==> config.mk <==
export PLATFORM = sky130hd
export DESIGN_NAME = tconv_layer_input_scheduler
export DESIGN_NICKNAME = d
export VERILOG_FILES = /design/src/rtl/tconv_layer_input_scheduler.sv
export SDC_FILE = /design/constraint.sdc
export NUM_CORES = 1
export LEC_CHECK = 0
export ABC_CLOCK_PERIOD_IN_PS = 4400
export CAP_MARGIN = 20
export CORE_ASPECT_RATIO = 1.1
export CORE_UTILIZATION = 54
export CTS_BUF_LIST = sky130_fd_sc_hd__clkbuf_16
export CTS_CLUSTER_SIZE = 8
export DETAILED_ROUTE_END_ITERATION = 8
export PLACE_DENSITY = 0.83
export SYNTH_ARGS = -nofsm -noshare
export SYNTH_HDL_FRONTEND = slang
export SYNTH_SLANG_ARGS = --single-unit
export TNS_END_PERCENT = 20
==> constraint.sdc <==
create_clock -name clk -period 4.4 [get_ports clk]
set_clock_uncertainty 0.2 [all_clocks]
set_input_delay 1.32 -clock clk [delete_from_list [all_inputs] [get_ports clk]]
set_output_delay 1.32 -clock clk [all_outputs]
set_load 0.02 [all_outputs]
==> src/rtl/tconv_layer_input_scheduler.sv <==
// rtl/tconv_layer_input_scheduler.sv - paces one raster frame of pixels into a transposed-conv layer
// Optional output counter: define TCONV_SCHED_OUT_COUNT_EN
module tconv_layer_input_scheduler #(
    parameter int DATA_WIDTH   = 16,
    parameter int IN_WIDTH     = 13,
    parameter int IN_HEIGHT    = 13,
    parameter int PIX_GAP      = 5,
    parameter int ROW_GAP      = 100,
    parameter int FLUSH_CYCLES = 5000
) (
    input  logic                  clk,
    input  logic                  rst,
    input  logic                  start,
    input  logic                  in_valid,
    input  logic [DATA_WIDTH-1:0] in_data,
    output logic                  in_ready,
    output logic                  pix_valid,
    output logic [DATA_WIDTH-1:0] pix_data,
    output logic                  pix_last_col,
    output logic                  pix_last_row,
    input  logic                  layer_valid_out,
    output logic                  busy,
    output logic                  done
`ifdef TCONV_SCHED_OUT_COUNT_EN
    ,
    output logic [31:0]           out_cnt
`endif
);

    function automatic int max2(input int a, input int b);
        return (a > b) ? a : b;
    endfunction

    localparam int MAXP = max2(max2(max2(IN_WIDTH, IN_HEIGHT), max2(PIX_GAP, ROW_GAP)), FLUSH_CYCLES);
    localparam int CW   = $clog2(MAXP) + 1;

    localparam logic [CW-1:0] COL_LAST   = CW'(IN_WIDTH - 1);
    localparam logic [CW-1:0] ROW_LAST   = CW'(IN_HEIGHT - 1);
    localparam logic [CW-1:0] PGAP_LOAD  = CW'(PIX_GAP - 1);
    localparam logic [CW-1:0] RGAP_LOAD  = CW'(ROW_GAP - 1);
    localparam logic [CW-1:0] FLUSH_LOAD = CW'(FLUSH_CYCLES - 1);

    localparam logic [2:0] S_IDLE  = 3'd0;
    localparam logic [2:0] S_FETCH = 3'd1;
    localparam logic [2:0] S_PGAP  = 3'd2;
    localparam logic [2:0] S_RGAP  = 3'd3;
    localparam logic [2:0] S_FLUSH = 3'd4;

    logic [2:0]            state_q, state_d;
    logic [CW-1:0]         col_q, col_d, row_q, row_d, gap_q, gap_d;
    logic                  pix_valid_q, pix_valid_d;
    logic [DATA_WIDTH-1:0] pix_data_q, pix_data_d;
    logic                  last_col_q, last_col_d, last_row_q, last_row_d;
    logic                  busy_q, busy_d, done_q, done_d;

    always_comb begin
        state_d     = state_q;
        col_d       = col_q;
        row_d       = row_q;
        gap_d       = gap_q;
        pix_valid_d = 1'b0;
        pix_data_d  = pix_data_q;
        last_col_d  = 1'b0;
        last_row_d  = 1'b0;
        busy_d      = busy_q;
        done_d      = 1'b0;
        case (state_q)
            S_IDLE: begin
                // The done cycle is spent in IDLE; start is only honoured once it has passed.
                if (done_q) begin
                    busy_d = 1'b0;
                end else if (start) begin
                    state_d = S_FETCH;
                    col_d   = '0;
                    row_d   = '0;
                    busy_d  = 1'b1;
                end
            end
            S_FETCH: begin
                if (in_valid) begin
                    pix_valid_d = 1'b1;
                    pix_data_d  = in_data;
                    last_col_d  = (col_q == COL_LAST);
                    last_row_d  = (row_q == ROW_LAST);
                    if (col_q != COL_LAST) begin
                        state_d = S_PGAP;
                        col_d   = col_q + 1'b1;
                        gap_d   = PGAP_LOAD;
                    end else if (row_q != ROW_LAST) begin
                        state_d = S_RGAP;
                        col_d   = '0;
                        row_d   = row_q + 1'b1;
                        gap_d   = RGAP_LOAD;
                    end else begin
                        state_d = S_FLUSH;
                        gap_d   = FLUSH_LOAD;
                    end
                end
            end
            S_PGAP, S_RGAP: begin
                if (gap_q == '0) state_d = S_FETCH;
                else             gap_d   = gap_q - 1'b1;
            end
            S_FLUSH: begin
                if (gap_q == '0) begin
                    state_d = S_IDLE;
                    done_d  = 1'b1;
                end else begin
                    gap_d = gap_q - 1'b1;
                end
            end
            default: state_d = S_IDLE;
        endcase
    end

    always_ff @(posedge clk) begin
        if (rst) begin
            state_q     <= S_IDLE;
            col_q       <= '0;
            row_q       <= '0;
            gap_q       <= '0;
            pix_valid_q <= 1'b0;
            pix_data_q  <= '0;
            last_col_q  <= 1'b0;
            last_row_q  <= 1'b0;
            busy_q      <= 1'b0;
            done_q      <= 1'b0;
        end else begin
            state_q     <= state_d;
            col_q       <= col_d;
            row_q       <= row_d;
            gap_q       <= gap_d;
            pix_valid_q <= pix_valid_d;
            pix_data_q  <= pix_data_d;
            last_col_q  <= last_col_d;
            last_row_q  <= last_row_d;
            busy_q      <= busy_d;
            done_q      <= done_d;
        end
    end

    assign in_ready     = (state_q == S_FETCH);
    assign pix_valid    = pix_valid_q;
    assign pix_data     = pix_data_q;
    assign pix_last_col = last_col_q;
    assign pix_last_row = last_row_q;
    assign busy         = busy_q;
    assign done         = done_q;

`ifdef TCONV_SCHED_OUT_COUNT_EN
    logic [31:0] out_cnt_q;

    // Frozen on the done cycle so the total stays readable until the next start.
    always_ff @(posedge clk) begin
        if (rst) begin
            out_cnt_q <= '0;
        end else if (state_q == S_IDLE && !done_q && start) begin
            out_cnt_q <= '0;
        end else if (busy_q && !done_q && layer_valid_out) begin
            out_cnt_q <= out_cnt_q + 32'd1;
        end
    end

    assign out_cnt = out_cnt_q;
`else
    logic unused_layer_valid_out;
    assign unused_layer_valid_out = layer_valid_out;
`endif

endmodule

---- Yosys cells after proc, flatten, opt, wreduce, memory -nomap -nowiden ----
Index checks and enable logic that the tools add are counted.
storage, ports and cells
  flip-flop bits (word level) ............. 66
  ROM bits ................................ 0
  word-level logic and storage cells ...... 76
  bits in latches ......................... 0
  memories ................................ 0
  memory bits (writable) .................. 0
operators by class
  add/sub/neg operators ................... 3
  div/mod/pow operators ................... 0
  bitwise gates (word level) .............. 3
  reduce and logical (&&, ||, !) cells .... 16
  multiplexer cells ....................... 27
  equality and inequality tests ........... 17
  $lt $le $gt $ge ......................... 0
  shifts and indexed selects .............. 0
  $mul .................................... 0
operators by type and width
  kind                                                                    number
  14-bit 2-to-1 mux                                                       10
  14-bit case mux with 2 select lines                                     3
  14-bit by 1-bit adder with 14-bit output, second input constant         2
  14-bit by 4-bit equality test with 1-bit output, second input constant  2
  14-bit by 4-bit != test with 1-bit output, second input constant        2
  13-bit 2-to-1 mux                                                       2
  3-bit 2-to-1 mux                                                        7
  14-bit logical NOT                                                      1
  2-bit != test, second input constant                                    7
  14-bit by 1-bit subtractor with 14-bit output, second input constant    1
  3-bit case mux with 4 select lines                                      1
  5-bit AND reduction                                                     2
  3-bit by 2-bit equality test with 1-bit output, second input constant   2
  6-bit AND reduction                                                     1
  2-bit nonzero test                                                      3
  2-bit OR reduction                                                      3
  3-bit OR reduction                                                      2
  1-bit 2-to-1 mux                                                        4
  2-bit AND reduction                                                     2
  3-bit by 1-bit equality test with 1-bit output, second input constant   1
  3-bit equality test, second input constant                              1
  3-bit logical NOT                                                       1
  3-bit by 1-bit != test with 1-bit output, second input constant         1
  1-bit inverter                                                          3
  2 further kinds                                                         2

---- Logic depth before layout (Yosys ltp) ----
  depth after elaboration ................. 5
  mapped depth ............................ 9
  gate-level depth less buffers ........... 7

---- Worst setup path after synthesis ----
Ideal clock, no wire load.
  kind .................................... input port to flip-flop
  from .................................... input start
  to ...................................... register row_q[9]
  stages .................................. 5
  library setup time ...................... 0.070 ns
  path slack .............................. 1.442 ns
  arrival time ............................ 2.687 ns
  required time ........................... 4.130 ns
  path through ............................ nor3b_2 o21ai_2 or4_1 or3_1 a21oi_1
between the ends
  word-level cells in the longest chain between the ends .. 2
RTL lines
  what                           line  RTL
  from (decl)                    13    input logic start,
  2-bit != test (no line)        n/a
  6-bit AND reduction (no line)  n/a
  to (signal assigned)           131   row_q <= row_d;
  to (decl)                      50    logic [CW-1:0] col_q, col_d, row_q, row_d, gap_q, gap_d;
Every way passes these cells.
A chain may end at the register's enable or synchronous reset.

---- Final worst setup path ----
  from .................................... register state_q[2]
  to ...................................... output in_ready
between the ends
  word-level cells in the longest chain between the ends .. 1
RTL lines
  what                                            line  RTL
  from (decl)                                     49    logic [2:0] state_q, state_d;
  from (signal assigned)                          129   state_q <= state_d;
  3-bit by 1-bit equality test with 1-bit output  142   assign in_ready = (state_q == S_FETCH);
  to (decl)                                       16    output logic in_ready,
Every way passes these cells.

==> flow_summary.ini <==
[sta]
max_clock_freq_mhz = 294
tightest_slew_ps = 961
fin_crit_sh_pct = 77.2
hold_viol = 0
tns_ps = 0
setup_ws_ps = 1000
rsz0062_at_grt = false
slew_headroom_pct = 34.1
maxSlewViolCount = 0
finalCriticalPeriod_ps = 3400
setup_violations = 0

[die]
core_um2 = 5810
die_height_um = 83.7
start_util_pct = 56.4
io_pins = 43
dieArea_um2 = 6380
rows = 29
chipWidth_um = 76.3

[placement]
gp_congestion = 0.838
place_area_um2 = 3720
io_buffers = 41
dpl.hpwl_mm = 5.13
dp.cells = 515
pre_cts_ws_ps = 738

[yosys]
synth_top_area_share_pct = 40.3
ys_async_sr_fraction_pct = 0
synth_top_area_cell = dfxtp_1
synth_cell_types = 54
synth_flop_cell = dfxtp_1
netlist_area_um2 = 3280
synth-edff-count = 0
ys_seq_area_share_pct = 40.3
yosys-top-cells-count = dfxtp_1, nand2_1, a21oi_1, nor2_1, o21ai_0
synth_fp_nets = 439
ys_ff_latch = 66
ys_top_cells_by_area = dfxtp_1, a21oi_1, nand2_1
synth_most_common_cell = dfxtp_1
yosys_warnings = 0
syn-instance-count = 413
postSynthAreaPerCell_um2 = 7.93

[setup_path]
crit_arrival_ps = 1880
reg2reg_slack_ps = 1640
cp.required_ps = 2880
crit_path_top_delay_cell = clkdlybuf4s50_1
rr_worst_depth = 7
crit_chain = nor2_4 -> nand2_1 -> inv_1 -> clkdlybuf4s50_1
path_max_fanout = 8
setup.worst_path.class = reg2out
worst-path-stages = 4
end_kind = primary output
r2r-end = gap_q[13]
crit_start = state_q[2]
critical-path-top-delay-family = buffers and inverters
endpoint = in_ready
cp-start-kind = register
crit_path_max_incr_delay_ps = 610
cp.buffers_inverters = 2
reg2reg_from = gap_q[0]

[clock_network]
cts_tree = done
cts_num_sinks = 66
post_cts_buffers = 0
cts_buffers = 9
htree_levels = 3
cts_buffer_depth = 2
root_buffer = clkbuf_16
cts_resized = 0
insertion_delay_ps = 330
postCtsHoldBufs = 0
clk_pin_slew_worst_paths_ps = 50

[finish]
areaGrowthSynthToFinish_pct = 22.3
fin_cells = 531
diodes = 0
post_route_cells_drive_above_1_share_pct = 6.61
nets = 475
final_area_um2 = 4010

[min_path]
hp-class = reg2reg

[power]
p_comb_share_pct = 24.0
p_clk_share_pct = 38.6
p_switching_mw = 0.557
p_leak_nw = 1.39
intPower_mw = 1.23
ir_worst_vdd_mv = 0.366
p_seq_share_pct = 37.4
netSwitchingFraction_pct = 31.2
powerDensity_nw_per_um2 = 445

[drt]
drc = 0
drtIter0Drc = 282
totalWireLength_mm = 7.80
vias_per_cell = 6.07
ant_nets = 0
first_pass_iters = 4
wire_per_inst_um = 14.7
route.vias.total = 3223

[grt]
grt_pass1_wl_mm = 13.4
grt_pass1_vias = 3019
grt_max_degree = 43
antenna_found_initial = 0
grt_overflow_total = 0
grt_usage_pct = 26.2

[status]
status = complete, no violations

[job]
drv_cap = 0
==> layout make-up <==
| class | count | area (um^2) |
|---|---|---|
| multi-input combinational | 315 | 1810 |
| fill | 484 | 1800 |
| sequential | 66 | 1320 |
| timing repair buffer | 46 | 448 |
| clock buffer | 9 | 225 |
| tap | 77 | 96.3 |
| clock inverter | 7 | 61.3 |
| inverter | 11 | 41.3 |
==> sequential cells by signal, indices dropped and copies added (netlist names) <==
register / count
done: 1
state_q: 3
gap_q: 14
pix_data: 16
pix_valid: 1
pix_last_col: 1
row_q: 14
col_q: 14
busy: 1
pix_last_row: 1
==> placed cells by master (no fill, tap or decap), types with 8 or more instances in the layout <==
cell             synthesis  layout
dfxtp_1                 66      66
or3_1                   20      20
o21ai_0                 24      24
nand3_1                 13      13
clkdlybuf4s50_1          0      41
or4_1                    9       9
a21oi_1                 50      50
nand2_1                 61      61
inv_1                   11      12
o31ai_1                  9       9
nor2_1                  31      31
nor3_1                  16      16
nor4_1                   8       8
clkbuf_16                0       9
==> kinds of logic (layout without fill, tap and decap cells) <==
| logic type | after synthesis | count (layout) | share of synthesized area, % |
|---|---|---|---|
| compound gates | 112 | 112 | 20.7 |
| xor+xnor | 6 | 6 | 1.60 |
| flops | 66 | 66 | 40.3 |
| mux | 2 | 2 | 0.649 |
| buf+inv | 32 | 73 | 4.35 |
| fa+ha+maj | 5 | 5 | 1.91 |
| simple gates | 190 | 190 | 30.5 |
==> worst min-delay path, cell delays in order (launching register included) <==
cell     delay [ps]
dfxtp_1         310
nand2_1          50
a21oi_1          50
==> metrics by stage <==
| stage | total power [mW] | hold slack [ps] | utilization, % |
|---|---|---|---|
| detailed placement | 1.10 | 248 | 64.1 |
| CTS | 1.80 | 256 | 69.0 |
| global route | 1.87 | 273 | 69.0 |
| global placement | 1.09 | 241 | 64.1 |
| floorplan | 0.982 | 250 | - |
| finish | 1.78 | 255 | 69.0 |
==> metal layers <==
metal | up-vias | wire length [um] | global-route usage [%]
li1 | 1591 | - | -
met5 | - | 0 | 0
met4 | 0 | 169 | 10.8
met3 | 13 | 395 | 6.23
met2 | 75 | 3830 | 45.5
met1 | 1544 | 3410 | 30.8
==> power by group through the flow <==
stage / clock, mW / combinational (mW) / sequential (mW)
floorplan: 0 / 0.293 / 0.689
global placement: 0 / 0.411 / 0.676
detailed placement: 0 / 0.421 / 0.678
CTS: 0.702 / 0.427 / 0.666
global route: 0.728 / 0.473 / 0.672
finish: 0.688 / 0.429 / 0.667
==> worst min path at each step <==
| stage | from | end | slack [ps] | cells past startpoint |
|---|---|---|---|---|
| floorplan | gap_q[7] | gap_q[7] | 250 | 2 |
| CTS | pix_data[15] | pix_data[15] | 260 | 2 |
| detailed placement | pix_data[15] | pix_data[15] | 250 | 2 |
| finish | pix_data[15] | pix_data[15] | 250 | 2 |
| global route | pix_data[13] | pix_data[13] | 270 | 2 |
| global placement | pix_data[9] | pix_data[9] | 240 | 2 |
No activity file was read; power rests on OpenSTA's default activity.
